**src/rtl/mem_port_arbiter.sv**
```systemverilog
// Shares single-ported memory between fetch and data ports; ARB_ROUND_ROBIN_EN swaps fixed data priority for alternation.
// Ack pulses MEM_LAT+1 edges after the request is sampled; requesters stall by holding req until their ack.
module mem_port_arbiter #(
  parameter int MEM_LAT = 1,
  parameter int ADDR_W  = 32,
  parameter int DATA_W  = 32
) (
  input  logic              clk,
  input  logic              rst,
  input  logic              if_req,
  input  logic [ADDR_W-1:0] if_addr,
  output logic              if_ack,
  output logic [DATA_W-1:0] if_rdata,
  input  logic              d_req,
  input  logic              d_we,
  input  logic [ADDR_W-1:0] d_addr,
  input  logic [DATA_W-1:0] d_wdata,
  output logic              d_ack,
  output logic [DATA_W-1:0] d_rdata,
  output logic              mem_read,
  output logic              mem_write,
  output logic [ADDR_W-1:0] mem_addr,
  output logic [DATA_W-1:0] mem_wdata,
  input  logic [DATA_W-1:0] mem_rdata,
  output logic              busy
);

  typedef enum logic [1:0] {IDLE, ACCESS, DONE} state_t;

  localparam logic [3:0] LAT_M1 = 4'(MEM_LAT - 1);

  state_t     state;
  logic [3:0] cnt;
  logic       sel_d;
  logic       we_q;
  logic       grant_d;

`ifdef ARB_ROUND_ROBIN_EN
  logic last_d;  // 1 = data port won the previous grant

  always_comb begin
    grant_d = d_req;
    if (d_req && if_req) grant_d = !last_d;
  end

  always_ff @(posedge clk) begin
    if (rst) begin
      last_d <= 1'b0;
    end else if (state == IDLE && (d_req || if_req)) begin
      last_d <= grant_d;
    end
  end
`else
  assign grant_d = d_req;
`endif

  assign busy = (state != IDLE);

  always_ff @(posedge clk) begin
    if (rst) begin
      state     <= IDLE;
      cnt       <= '0;
      sel_d     <= 1'b0;
      we_q      <= 1'b0;
      if_ack    <= 1'b0;
      d_ack     <= 1'b0;
      if_rdata  <= '0;
      d_rdata   <= '0;
      mem_read  <= 1'b0;
      mem_write <= 1'b0;
      mem_addr  <= '0;
      mem_wdata <= '0;
    end else begin
      if_ack <= 1'b0;
      d_ack  <= 1'b0;
      case (state)
        IDLE: begin
          if (d_req || if_req) begin
            sel_d     <= grant_d;
            we_q      <= grant_d && d_we;
            cnt       <= LAT_M1;
            mem_read  <= !(grant_d && d_we);
            mem_write <= grant_d && d_we && (LAT_M1 == 4'd0);
            mem_addr  <= grant_d ? d_addr : if_addr;
            mem_wdata <= grant_d ? d_wdata : '0;
            state     <= ACCESS;
          end
        end
        ACCESS: begin
          if (cnt == 4'd0) begin
            // Memory read is combinational, so the word is valid in the last ACCESS cycle.
            if (!we_q) begin
              if (sel_d) d_rdata <= mem_rdata;
              else       if_rdata <= mem_rdata;
            end
            if (sel_d) d_ack  <= 1'b1;
            else       if_ack <= 1'b1;
            mem_read  <= 1'b0;
            mem_write <= 1'b0;
            mem_addr  <= '0;
            mem_wdata <= '0;
            state     <= DONE;
          end else begin
            cnt       <= cnt - 4'd1;
            mem_write <= we_q && (cnt == 4'd1);
          end
        end
        DONE:    state <= IDLE;
        default: state <= IDLE;
      endcase
    end
  end

endmodule

```
**config.mk**
```make
export PLATFORM = sky130hd
export DESIGN_NAME = mem_port_arbiter
export DESIGN_NICKNAME = d
export VERILOG_FILES = /design/src/rtl/mem_port_arbiter.sv
export SDC_FILE = /design/constraint.sdc
export NUM_CORES = 1
export LEC_CHECK = 0
export BUFFER_PORTS_ARGS = -buffer_cell sky130_fd_sc_hd__buf_2
export CORE_ASPECT_RATIO = 0.9
export CORE_MARGIN = 4
export CORE_UTILIZATION = 40
export DETAILED_ROUTE_END_ITERATION = 10
export GPL_TIMING_DRIVEN = 0
export HOLD_SLACK_MARGIN = 0.03
export PLACE_DENSITY = 0.79
export SYNTH_ARGS = -nofsm -noshare
export SYNTH_HDL_FRONTEND = slang
export SYNTH_SLANG_ARGS = --single-unit
export TNS_END_PERCENT = 50
```
**constraint.sdc**
```tcl
create_clock -name clk -period 2.3 [get_ports clk]
set_clock_uncertainty 0.15 [all_clocks]
set_input_delay 0.345 -clock clk [delete_from_list [all_inputs] [get_ports clk]]
set_output_delay 0.345 -clock clk [all_outputs]
set_load 0.02 [all_outputs]
```
# --- After elaboration in Yosys (flattened, before gate mapping) ---
# Index checks and enable logic that the tools add are counted.
word_totals:
  input_bits: 133
  regBits: 140
  out_inout_bits: 133
op_classes:
  n_reduce_logical: 16
  addsub: 1
  eq_ne: 5
  n_bitwise: 4
  n_mux: 21
ops:
  columns: ["cell", "count"]
  rows:
  - ["2-to-1 mux 32 bit", 5]
  - ["one-hot mux 32 bit (2 select lines)", 2]
  - ["2-to-1 mux 4 bit", 2]
  - ["one-hot mux 4 bit (2 select lines)", 1]
  - ["AND reduction 4 bit", 2]
  - ["2-to-1 mux 1 bit", 6]
  - ["inequality test 2 bit (second input constant)", 3]
  - ["AND reduction 2 bit", 3]
  - ["AND reduction 3 bit", 2]
  - ["== test 4 x 1 -> 1 bit (second input constant)", 1]
  - ["zero test 4 bit", 1]
  - ["2-to-1 mux 2 bit", 2]
  - ["NOT 1 bit", 4]
  - ["one-hot mux 1 bit (2 select lines)", 2]
  - ["one-hot mux 2 bit (2 select lines)", 1]
  - ["nonzero test 2 bit", 2]
  - ["subtractor 4 x 1 -> 4 bit (second input constant)", 1]
  - ["OR reduction 3 bit", 1]
  - ["== test 2 x 1 -> 1 bit (second input constant)", 1]
  - ["logical AND 1 bit", 2]
  - ["zero test 2 bit", 1]
  - ["zero test 1 bit", 1]
  - ["logical OR 1 bit", 1]

# --- Depth between registers and ports, before layout ---
depth:
  depth_word: 4
  mapped_depth: 7

# --- Worst setup path after synthesis ---
# Ideal clock, no wire load.
synth_timing:
  kind: "register to register"
  start: "reg cnt[0]"
  end: "reg mem_addr[16]"
  setup_slack_ns: 0.361
  path_stages_with_launch: 8
  arrival_time_ns: 1.671
  period_less_slack_ns: 1.939
  required_ns: 2.032
  cell_sequence: "dfxtp_1 inv_1 ha_1 or3b_1 a211o_1 buf_6 buf_12 mux2i_1"
synth_between:
  elab_chain_len: 3
synth_lines:
  columns: ["element", "line", "source"]
  rows:
  - ["start, declared", "33", "logic [3:0] cnt;"]
  - ["start signal, assigned", "104", "cnt <= cnt - 4'd1;"]
  - ["zero test 4 bit", "90", "if (cnt == 4'd0) begin"]
  - ["inequality test 2 bit (no line)", null, null]
  - ["AND reduction 3 bit (no line)", null, null]
  - ["end signal, assigned", "84", "mem_addr <= grant_d ? d_addr : if_addr;"]
  - ["end, declared", "22", "output logic [ADDR_W-1:0] mem_addr,"]
# Every way passes these cells.
# A chain may end at the register's enable or synchronous reset.

# --- Final worst setup path ---
layout_timing:
  start: "reg cnt[0]"
  end: "reg if_rdata[26]"
layout_between:
  elab_chain_len: 2
layout_lines:
  columns: ["element", "line", "source"]
  rows:
  - ["zero test 4 bit", "90", null]
  - ["AND reduction 4 bit (no line)", null, null]
  - ["end signal, assigned", "94", "else if_rdata <= mem_rdata;"]
  - ["end, declared", "13", "output logic [DATA_W-1:0] if_rdata,"]
# Every way passes these cells.

==> impl_metrics.yaml <==
logic_synthesis:
  synth_nets: 748
  synthCells: 612
  ys_warn_count: 0
  synth_top_area_frac: 0.505
  async_flop_share: 0
  synth_commonest_cells: "140 x dfxtp_1, 80 x nand3_1, 69 x a21oi_1, 68 x o21ai_0, 51 x nand2_1"
  synth.ff_latch_count: 140
  synth_area_leader_cell: "dfxtp_1"
  synth_ff_type: "dfxtp_1"
  synth_area_per_cell_sq_um: 9.08
  netlist_area_sq_um: 5550
  synth_edf_count: 0
  ys_types: 41
  yosysMostFrequentCell: "dfxtp_1"
  synthTopCellsByArea: "dfxtp_1 50%, a22o_1 7.6%, nand3_1 7.2%"
  yosysSeqAreaShare: 0.505
placement:
  port_buffers: 263
  dp.cells: 1043
  place_area_sq_um: 7080
  pre_cts_slack_ps: 77.8
  gp_congestion: 0.816
  hpwl_mm: 13.4
worst_setup_path:
  cp_max_fo: 10
  critPathLaunchType: "flip-flop"
  critPathSlowestCell: "or3b_2"
  crit_path_end_kind: "flip-flop"
  r2r-start: "cnt[0]$_SDFFE_PP0P_"
  cp_cell_sequence: "inv_1 > ha_2 > or3b_2 > clkbuf_1 > o21ai_1 > a21oi_1"
  slowest_delay_ps: 530
  critical-path-top-delay-family: "simple AND/OR/NAND/NOR gates"
  path_class: "flip-flop to flip-flop"
  crit_cells: 6
  r2r_cells: 6
  worst_ep_required_time_ps: 2430
  crit_buf_inv: 2
  r2r_end: "if_rdata[26]$_SDFFE_PP0P_"
  crit_arrival_ps: 2250
  reg2reg_slack_ps: 180
power_and_ir_drop:
  p_leak_nw: 3.77
  total_power_mw: 6.93
  powerDensity_nw_per_um2: 840
  max-vdd-ir-drop_mv: 0.490
die:
  dieArea_sq_um: 15800
  start_util: 0.413
  core_area_sq_um: 13500
  chipHeight_microns: 120
  die_w_microns: 132
  pin_count: 266
  num_rows: 40
timing:
  rsz0062_at_grt: "no"
  hold_viol: 0
  fmaxAchievable_mhz: 472
  max-slew-margin-rel: 0.422
  fin_ws_ps: 181
  final-setup-viol-count: 0
  final.setup.tns_ps: 0
  tightest_slew_ps: 865
  drv_slew: 0
  hold_ws_ps: 48.5
  post-route-period-util: 0.921
  period_needed_ps: 2120
clock_network:
  cts.sinks: 140
  clk-insertion-delay-late_ps: 420
  numCtsBuffers: 17
  root_buffer: "clkbuf_16"
  cts_tree: "built"
  htreeDepth: 4
  post_cts_buffers: 0
  cts.path.max_buffers: 2
  clk_pin_slew_worst_paths_ps: 60
final_layout:
  stdcell_area_sq_um: 8250
  fin_util: 0.613
  finalNetCount: 1079
  finalNonFillerCells: 1124
  antenna_cells: 0
  area_delta_synth_final_pct: 48.6
  drive_above_1_share: 0.347
worst_hold_path:
  hold_class: "input port to flip-flop"
  min_path_cells: 3
  worstHoldStart: "mem_rdata[2]"
  min_to: "d_rdata[2]$_SDFFE_PP0P_"
detailed_routing:
  num_vias: 6118
  drc_errors: 0
  drt_first_pass_iters: 5
  wl_per_cell_microns: 17.3
  via_per_inst: 5.44
  drtIter0Drc: 421
  ant_nets: 0
  routed_wl_mm: 19.4
global_routing:
  antenna_found_initial: 0
  overflow: 0
  grt_pass1_wl_mm: 30.9
  grt_max_degree: 17
  grtUsageTotal: 0.240
  grt_pass1_vias: 6036
job:
  cap_violations: 0
status:
  outcome: "finished clean"
[area by class of cell]
type                    count  area (sq um)
fillers                  1150          5210
flip-flops and latches    140          2800
multi-input cells         405          2460
repair buffers            312          1810
clock buffers              23           498
plain buffers              61           274
well taps                 168           210
clock inverters             9           180
inverters                   6          22.5
[placed cells by master (no fill, tap or decap), types with 5 or more instances in the layout]
master,count
a21oi_1,69
inv_1,6
dfxtp_1,140
clkbuf_16,17
mux2_2,16
o21ai_0,67
buf_2,272
mux2i_1,16
clkbuf_1,47
nand2_1,51
dlygate4sd3_1,49
a22o_1,48
bufinv_16,5
nand3_1,80
clkbuf_8,5
o21ai_1,19
[timing repair]
item	4_1_cts	5_1_grt
hold buffers	49	0
resized for setup	0	6
hold endpoints to repair	54	0
endpoints found under the setup margin	0	20
[tightest hold or removal path: stages]
cell and delay (ps):
buf_2 110, nand3_1 60, a21oi_1 60
[kinds of logic (layout without fill, tap and decap cells)]
| group | count (synthesis) | in the layout | synth area share |
|---|---|---|---|
| compound gates | 212 | 212 | 0.230 |
| simple gates | 158 | 158 | 0.144 |
| flops | 140 | 140 | 0.505 |
| buf+inv | 67 | 411 | 0.0529 |
| mux | 32 | 32 | 0.0613 |
| fa+ha+maj | 3 | 3 | 0.00676 |
[metal layers]
layer	vias to the layer above	GRT usage	part of all wire
met3	69	0.0692	0.069
met4	0	0.122	0.038
met5	-	0	0
met2	278	0.386	0.47
li1	2889	-	-
met1	2882	0.295	0.42
[sequential cells by signal, indices dropped and copies added, names as in the netlist]
signal and cells:
d_rdata 32, if_rdata 32, mem_addr 32, mem_wdata 32, cnt 4, state 2, d_ack 1, if_ack 1
mem_read 1, mem_write 1, sel_d 1, we_q 1
[power breakdown]
group	total (mW)	switching [mW]	leakage, nW	internal [mW]
sequential	2.66	0.0832	1.14	2.58
combinational	1.16	0.712	2.30	0.443
clock	3.11	1.04	0.330	2.07
[worst max path at each step]
stage,start,endpoint,slack (ps)
6_report,cnt[0]$_SDFFE_PP0P_,if_rdata[26]$_SDFFE_PP0P_,180
5_1_grt,state[1]$_SDFFE_PP0P_,mem_addr[18]$_SDFFE_PP0P_,6
4_1_cts,cnt[0]$_SDFFE_PP0P_,mem_addr[30]$_SDFFE_PP0P_,130
3_5_place_dp,d_req,mem_addr[2]$_SDFFE_PP0P_,80
3_3_place_gp,d_req,mem_addr[0]$_SDFFE_PP0P_,50
2_1_floorplan,cnt[0]$_SDFFE_PP0P_,mem_addr[16]$_SDFFE_PP0P_,360
Note: power is estimated with default switching activity, not from simulation.
